### config.mk
export PLATFORM = sky130hd
export DESIGN_NAME = mem_store_unit
export DESIGN_NICKNAME = d
export VERILOG_FILES = /design/src/rtl/mem_store_unit.sv
export SDC_FILE = /design/constraint.sdc
export NUM_CORES = 1
export LEC_CHECK = 0
export CAP_MARGIN = 20
export CORE_MARGIN = 2
export CORE_UTILIZATION = 45
export DETAILED_ROUTE_END_ITERATION = 8
export DONT_BUFFER_PORTS = 1
export SLEW_MARGIN = 5
export SYNTH_ARGS = -nofsm -noshare
export SYNTH_HDL_FRONTEND = slang
export SYNTH_SLANG_ARGS = --single-unit
### constraint.sdc
create_clock -name iCLK -period 2.5 [get_ports iCLK]
set_input_delay 0.75 -clock iCLK [delete_from_list [all_inputs] [get_ports iCLK]]
set_output_delay 0.75 -clock iCLK [all_outputs]
set_load 0.01 [all_outputs]
### src/rtl/mem_store_unit.sv
// Sequential store unit: steers SB/SH/SW/SD data into bus byte lanes and issues
// one or two valid/ready bus beats, or retires the request with an exception.
module mem_store_unit #(
    parameter int XLEN             = 32,
    parameter bit SPLIT_MISALIGNED = 1'b1
) (
    input  logic              iCLK,
    input  logic              iRST_n,
    input  logic              iReqValid,
    output logic              oReqReady,
    input  logic [XLEN-1:0]   iAddr,
    input  logic [2:0]        iFunct3,
    input  logic [XLEN-1:0]   iData,
    output logic              oBusValid,
    input  logic              iBusReady,
    output logic [XLEN-1:0]   oBusAddr,
    output logic [XLEN-1:0]   oBusData,
    output logic [XLEN/8-1:0] oBusByteEnable,
    output logic              oDone,
    output logic              oException,
    output logic [1:0]        oExcCode
);
    localparam int BB = XLEN / 8;
    localparam int OW = $clog2(BB);

    typedef enum logic [1:0] {IDLE, BEAT0, BEAT1} state_t;
    state_t state;

    logic [BB-1:0]     hi_be;
    logic [XLEN-1:0]   hi_data;

    logic [3:0]        size;
    logic [OW-1:0]     off;
    logic              illegal;
    logic              misaligned;
    logic [BB-1:0]     smask;
    logic [XLEN-1:0]   dmask;
    logic [2*BB-1:0]   wmask;
    logic [2*XLEN-1:0] wdata;

    // Double-width mask/data: the upper half spills into the next bus word.
    always_comb begin
        size       = 4'd1 << iFunct3[1:0];
        off        = iAddr[OW-1:0];
        illegal    = iFunct3[2] || (iFunct3[1:0] == 2'b11 && XLEN == 32);
        misaligned = (off & OW'(size - 4'd1)) != '0;
        smask      = (BB'(1) << size) - BB'(1);
        dmask      = '0;
        for (int i = 0; i < BB; i++)
            dmask[i*8 +: 8] = {8{smask[i]}};
        wmask      = {{BB{1'b0}}, smask} << off;
        wdata      = {{XLEN{1'b0}}, iData & dmask} << {off, 3'b000};
    end

    always_ff @(posedge iCLK or negedge iRST_n) begin
        if (!iRST_n) begin
            state          <= IDLE;
            oReqReady      <= 1'b1;
            oBusValid      <= 1'b0;
            oBusAddr       <= '0;
            oBusData       <= '0;
            oBusByteEnable <= '0;
            oDone          <= 1'b0;
            oException     <= 1'b0;
            oExcCode       <= 2'b00;
            hi_be          <= '0;
            hi_data        <= '0;
        end else begin
            oDone      <= 1'b0;
            oException <= 1'b0;
            oExcCode   <= 2'b00;
            case (state)
                IDLE: if (iReqValid) begin
                    if (illegal) begin
                        oDone      <= 1'b1;
                        oException <= 1'b1;
                        oExcCode   <= 2'b10;
                    end else if (misaligned && !SPLIT_MISALIGNED) begin
                        oDone      <= 1'b1;
                        oException <= 1'b1;
                        oExcCode   <= 2'b01;
                    end else begin
                        state          <= BEAT0;
                        oReqReady      <= 1'b0;
                        oBusValid      <= 1'b1;
                        oBusAddr       <= {iAddr[XLEN-1:OW], {OW{1'b0}}};
                        oBusData       <= wdata[XLEN-1:0];
                        oBusByteEnable <= wmask[BB-1:0];
                        hi_data        <= wdata[2*XLEN-1:XLEN];
                        hi_be          <= wmask[2*BB-1:BB];
                    end
                end
                BEAT0: if (iBusReady) begin
                    if (hi_be != '0) begin
                        state          <= BEAT1;
                        oBusAddr       <= oBusAddr + XLEN'(BB);
                        oBusData       <= hi_data;
                        oBusByteEnable <= hi_be;
                    end else begin
                        state          <= IDLE;
                        oReqReady      <= 1'b1;
                        oBusValid      <= 1'b0;
                        oBusAddr       <= '0;
                        oBusData       <= '0;
                        oBusByteEnable <= '0;
                        oDone          <= 1'b1;
                    end
                end
                BEAT1: if (iBusReady) begin
                    state          <= IDLE;
                    oReqReady      <= 1'b1;
                    oBusValid      <= 1'b0;
                    oBusAddr       <= '0;
                    oBusData       <= '0;
                    oBusByteEnable <= '0;
                    oDone          <= 1'b1;
                end
                default: state <= IDLE;
            endcase
        end
    end
endmodule

# Word-level counts from Yosys, hierarchy flattened
# Cells that the tools add are included.
totals:
  in_bits: 71
  out_inout_bits: 74
  reg_bits: 112
  elab_cells: 80
op_classes:
  add_sub_neg: 2
  n_eq_ne: 8
  reduce_logical: 8
  n_shift: 4
  n_mux: 45
  bitwise: 2
op_table:
  columns: ["operator", "count"]
  rows:
  - ["two-way mux 32 bit", 9]
  - ["one-hot mux 32 bit (3 select lines)", 2]
  - ["left shift 32 x 5 -> 64 bit", 1]
  - ["adder 32 x 3 -> 32 bit, second input constant", 1]
  - ["AND 32 bit", 1]
  - ["two-way mux 4 bit", 5]
  - ["two-way mux 1 bit", 16]
  - ["two-way mux 2 bit", 8]
  - ["one-hot mux 4 bit (3 select lines)", 1]
  - ["!= test 2 bit, second input constant", 5]
  - ["one-hot mux 1 bit (3 select lines)", 3]
  - ["left shift 4 x 2 -> 8 bit", 1]
  - ["one-hot mux 2 bit (3 select lines)", 1]
  - ["AND reduction 6 bit", 1]
  - ["AND reduction 5 bit", 1]
  - ["== test 2 bit, second input constant", 2]
  - ["AND reduction 4 bit", 1]
  - ["nonzero test 4 bit", 1]
  - ["left shift 1 x 2 -> 4 bit, first input constant", 1]
  - ["left shift 1 x 4 -> 4 bit, first input constant", 1]
  - ["subtractor 4 x 2 -> 4 bit, second input constant", 1]
  - ["AND reduction 3 bit", 1]
  - ["nonzero test 3 bit", 1]
  - ["== test 2 x 1 -> 1 bit, second input constant", 1]
  - ["3 further kinds", 3]

# Logic depth before layout (Yosys ltp)
logic_depth:
  word_depth: 8
  ltp_mapped: 11
  depth_no_buf: 8

# Worst setup path after synthesis
# OpenSTA, ideal clock, no wires.
synth_path:
  path_kind: "input port to flip-flop"
  startpoint: "input port iFunct3[1]"
  endpoint: "register oBusByteEnable[3]"
  path_stages: 11
  setup_time_ps: 110
  n_path_buf: 3
  arrival_ps: 2904
  setup_slack_ps: -514
  required_time_ps: 2390
  path_cell_list: "or2_2 clkbuf_1 buf_1 inv_1 ha_1 nand3_1 o21ai_0 nor2_1 clkbuf_1 nor3_1 o41ai_1"
synth_between:
  elab_chain_len: 7
  elab_cells_between_ends: 11
  cone_classes: "1 x add/sub; 2 x eq/ne; 3 x shift; 3 x mux; 2 x reduce/logical"
synth_rtl:
  columns: ["item", "line", "rtl"]
  rows:
  - ["start, declared", "12", "input logic [2:0] iFunct3,"]
  - ["left shift 1 x 2 -> 4 bit", "43", "size = 4'd1 << iFunct3[1:0];"]
  - ["left shift 1 x 4 -> 4 bit", "47", "smask = (BB'(1) << size) - BB'(1);"]
  - ["subtractor 4 x 2 -> 4 bit", "47", null]
  - ["left shift 4 x 2 -> 8 bit", "51", "wmask = {{BB{1'b0}}, smask} << off;"]
  - ["two-way mux 4 bit", "74", "if (illegal) begin"]
  - ["two-way mux 4 bit", "73", "IDLE: if (iReqValid) begin"]
  - ["one-hot mux 4 bit (3 select lines)", "72", "case (state)"]
  - ["end signal, assigned", "88", "oBusByteEnable <= wmask[BB-1:0];"]
  - ["end signal, assigned", "98", "oBusByteEnable <= hi_be;"]
  - ["end, declared", "18", "output logic [XLEN/8-1:0] oBusByteEnable,"]
# Parallel ways exist; a longest one is shown, timed or not. The select of a mux whose other input is x is not followed.
# A chain may end at the register's enable or synchronous reset.

# Worst setup path in the final report
layout_path:
  startpoint: "register state[0]"
  endpoint: "register oBusAddr[25]"
layout_between:
  elab_chain_len: 3
  elab_cells_between_ends: 10
  cone_classes: "6 x eq/ne; 1 x mux; 3 x reduce/logical"
layout_rtl:
  columns: ["item", "line", "rtl"]
  rows:
  - ["start, declared", "27", "state_t state;"]
  - ["start signal, assigned", "57", "state <= IDLE;"]
  - ["start signal, assigned", "83", "state <= BEAT0;"]
  - ["start signal, assigned", "95", "state <= BEAT1;"]
  - ["== test 2 x 1 -> 1 bit (tied with other cells)", "72", null]
  - ["!= test 2 bit (no source line) / nonzero test 3 bit (equally long branches)", null, null]
  - ["AND reduction 5 bit (no source line)", null, null]
  - ["end signal, assigned", "86", "oBusAddr <= {iAddr[XLEN-1:OW], {OW{1'b0}}};"]
  - ["end signal, assigned", "96", "oBusAddr <= oBusAddr + XLEN'(BB);"]
  - ["end, declared", "16", "output logic [XLEN-1:0] oBusAddr,"]
# Parallel ways exist; a longest one is shown, timed or not.

==> summary.md <==
| Metric | Value |
|---|---|
| Status | `completed` |
| Setup CP Type | `register to register` |
| Average routed wire per standard cell | `21.90 um` |
| Vias per cell | `6.575` |
| Sw frac | `44.20%` |
| Setup tns final | `0 ns` |
| Placed Cells incl. Taps | `744` |
| CP required | `2.78 ns` |
| Logic gate share of total power | `38.3%` |
| Grt peak-use layer | `met2` |
| Cell type with the largest total area after synthesis | `dfrtp_1` |
| Worst Path Max Fanout | `22` |
| Post-synthesis sequential area ratio | `45.15%` |
| Final antenna diode count | `0` |
| Commonest non-fill, non-tap cell in the layout | `dfrtp_1` |
| Initial antenna violation count | `0` |
| Pleak | `2.537 nW` |
| Width of the chip | `114.5 um` |
| HPWL after DPL | `11,770 um` |
| DRT antenna net count | `0` |
| IO Pins | `145` |
| Pre-CTS setup slack | `0.01154 ns` |
| First-pass GRT wire length | `26,610 um` |
| Worst slew margin | `53.07%` |
| # DRC | `0` |
| Final Cell Area | `0.006040 mm^2` |
| GP Congestion | `0.8821` |
| Total wire length | `16,640 um` |
| Share of cells above drive strength 1 | `10.28%` |
| Worst skew pair latency | `0.35 ns` |
| EDFF count, synth | `0` |
| Critical path's largest stage delay | `0.57 ns` |
| Overall Global Routing Usage | `26.10%` |
| Core footprint | `0.01196 mm^2` |
| Crit path launch type | `register` |
| Most frequent cells in the layout | `98 x dfrtp_1, 78 x o21ai_0, 73 x nor2_1` |
| Unrepaired setup endpoints after global routing | `false` |
| Clock Tree Buf Depth | `2` |
| Max Freq | `0.4659 GHz` |
| TritonCTS Sinks | `99` |
| Clock transition at path regs | `0.07 ns` |
| DRT Pass-1 Iters | `5` |
| CTS Buf Count | `9` |
| Clk root buf | `clkbuf_16` |
| Internal power | `0.004127 W` |
| Clock share of power | `17.9%` |
| Synthesized area | `0.005490 mm^2` |
| Die Y | `114.5 um` |
| Worst Hold Class | `input pin to async pin` |
| Final worst setup slack | `0.3537 ns` |
| Netlist cell types | `57` |
| Input/output buffers | `0` |
| Postcts setup bufs | `0` |
| Htree depth | `3` |
| Final Max Slew Viols | `0` |
| DR iter-0 viols | `570` |
| Net count, final | `685` |
| Critical-path cell list | `inv_1, ha_1, nand2b_1, a21o_2, or4b_1, nand3_1` |
| Met2 Usage GRT | `40.24%` |
| Top_reg_cell synth | `dfrtp_1` |
| Reg2Reg Setup Slack | `0.35 ns` |
| Net switching power | `0.003269 W` |
| CTS tree | `yes` |
| Top-area cell type share of the netlist area | `44.67%` |
| # setup viols final | `0` |
| Crit path max-delay cell type | `or4b_1` |
| Final Critical Period | `2.146 ns` |
| Syn. warnings | `0` |
| Area added between synthesis and finish | `10.00%` |
| Die area | `0.01310 mm^2` |
| Cells after synthesis | `618` |
| CTS hold repair buffers | `0` |
| Max cap viols | `0` |
| Largest net degree at the start of global routing | `100` |
| Crit end category | `register` |
| Synthesized flop and latch total | `99` |
| Row count | `40` |
| Hold WS | `0.09571 ns` |
| R2R Path Start | `state[0]` |
| Detailed-route via count | `4,997` |
| Hold Fails Final Rpt | `0` |
| Worst-Margin Slew | `0.7009 ns` |
| Flop pwr share | `43.8%` |
| Met3 Usage GRT | `6.247%` |
| Worst reg2reg endpoint | `oBusAddr[25]` |
| VDD IR max | `0.4564 mV` |
| CTS resizes | `0` |
| WP data arrival | `2.43 ns` |
| Routing usage on met1 | `34.72%` |
| Power Density | `1225 mW/mm^2` |
| Grt ovf | `0` |
| Vias in the first global route | `4,860` |
| Post-Layout Cell Count | `760` |
| Synth area leaders | `dfrtp_1 45%, o21ai_0 7.2%, nor2_1 5.1%` |
| Clock Skews | `0.008102 ns` |
| Syn avg cell area | `8.884 um^2` |
| Ys async rst share | `100.0%` |
| Placement Cell Area | `0.005759 mm^2` |
| Initial core utilization | `45.90%` |
| Tcrit/Tclk final | `85.85%` |
| Register-to-Register Path Depth | `6` |
-- metrics by stage --
stage,util (%),power [W]
2_1_floorplan,-,0.005033
4_1_cts,50.49,0.007448
5_1_grt,50.49,0.007978
3_3_place_gp,48.15,0.006012
3_5_place_dp,48.15,0.006105
6_report,50.49,0.007397
-- synth_stat cells, drive strengths merged (3+ instances only) --
cell    instances
and3            5
nand2          66
nor2           75
a21boi          4
nor2b           4
clkbuf         38
nand3          16
a21oi          27
a221oi         17
a21o            3
a32o           15
a32oi           4
a22o           11
ha              6
dfrtp          98
nor3           10
o32a            4
a22oi          19
nand4          13
o22ai           3
o211ai         11
a31oi           8
a221o           8
nor3b           5
a222oi          8
o21ai          79
nor4            7
inv            16
buf            12
-- layer usage --
layer | vias to the layer above | routed length, um
li1 | 2311 | -
met1 | 2437 | 7030
met2 | 218 | 7736
met3 | 31 | 1316
met4 | 0 | 559
met5 | - | 0
-- worst max path at each step --
stage          startpoint  slack [ns]            to  cells past startpoint
2_1_floorplan  iFunct3[1]        0.02  oBusData[24]                     10
3_3_place_gp   iFunct3[1]        0.16  oBusData[31]                      8
3_5_place_dp   iFunct3[1]        0.01  oBusData[21]                      7
4_1_cts          state[0]        0.33   hi_data[18]                      6
5_1_grt        iFunct3[1]        0.15    hi_data[5]                      7
6_report         state[0]        0.35  oBusAddr[25]                      6
-- final cells by class --
| type | instances | area [um^2] |
|---|---|---|
| clock inverters | 6 | 51.30 |
| well taps | 147 | 183.9 |
| repair buffers | 27 | 252.7 |
| clock buffers | 10 | 229.0 |
| fillers | 1127 | 5922 |
| flip-flops and latches | 99 | 2479 |
| multi-input cells | 455 | 2784 |
| inverters | 16 | 60.06 |
-- worst max-delay path, delay by kind of cell (launching register included) --
family	cells	cell delay, ns
AND/OR/NAND/NOR	3	0.88
AO/OA/AOI/OAI	1	0.38
buffers and inverters	1	0.09
flip-flops	1	0.41
adder cells (fa/ha/maj)	1	0.30
-- power groups by stage --
stage	combinational (W)	sequential [W]	clock [W]
after global routing	0.00322	0.00334	0.00143
after floorplan	0.00202	0.00302	0
after CTS	0.00285	0.00324	0.00136
after global placement	0.00275	0.00326	0
final	0.00283	0.00324	0.00132
after detailed placement	0.00284	0.00327	0
-- state kept, by name, indices dropped and copies added, names as in the netlist --
name,cells
hi_be,3
hi_data,24
oBusAddr,30
oBusByteEnable,4
oBusData,32
oBusValid,1
oDone,1
oExcCode,1
oReqReady,1
state,2
-- kinds of logic after synthesis --
group                    count (synthesis)  synth area share, %
flip-flops                              99                45.15
buffers and inverters                   66                4.854
multiplexers                             3               0.5925
other                                    1              0.06830
AO/OA/AOI/OAI                          231                29.22
adder cells (fa/ha/maj)                  6                1.367
AND/OR/NAND/NOR                        212                18.76
(Power assumes the default switching activity.)
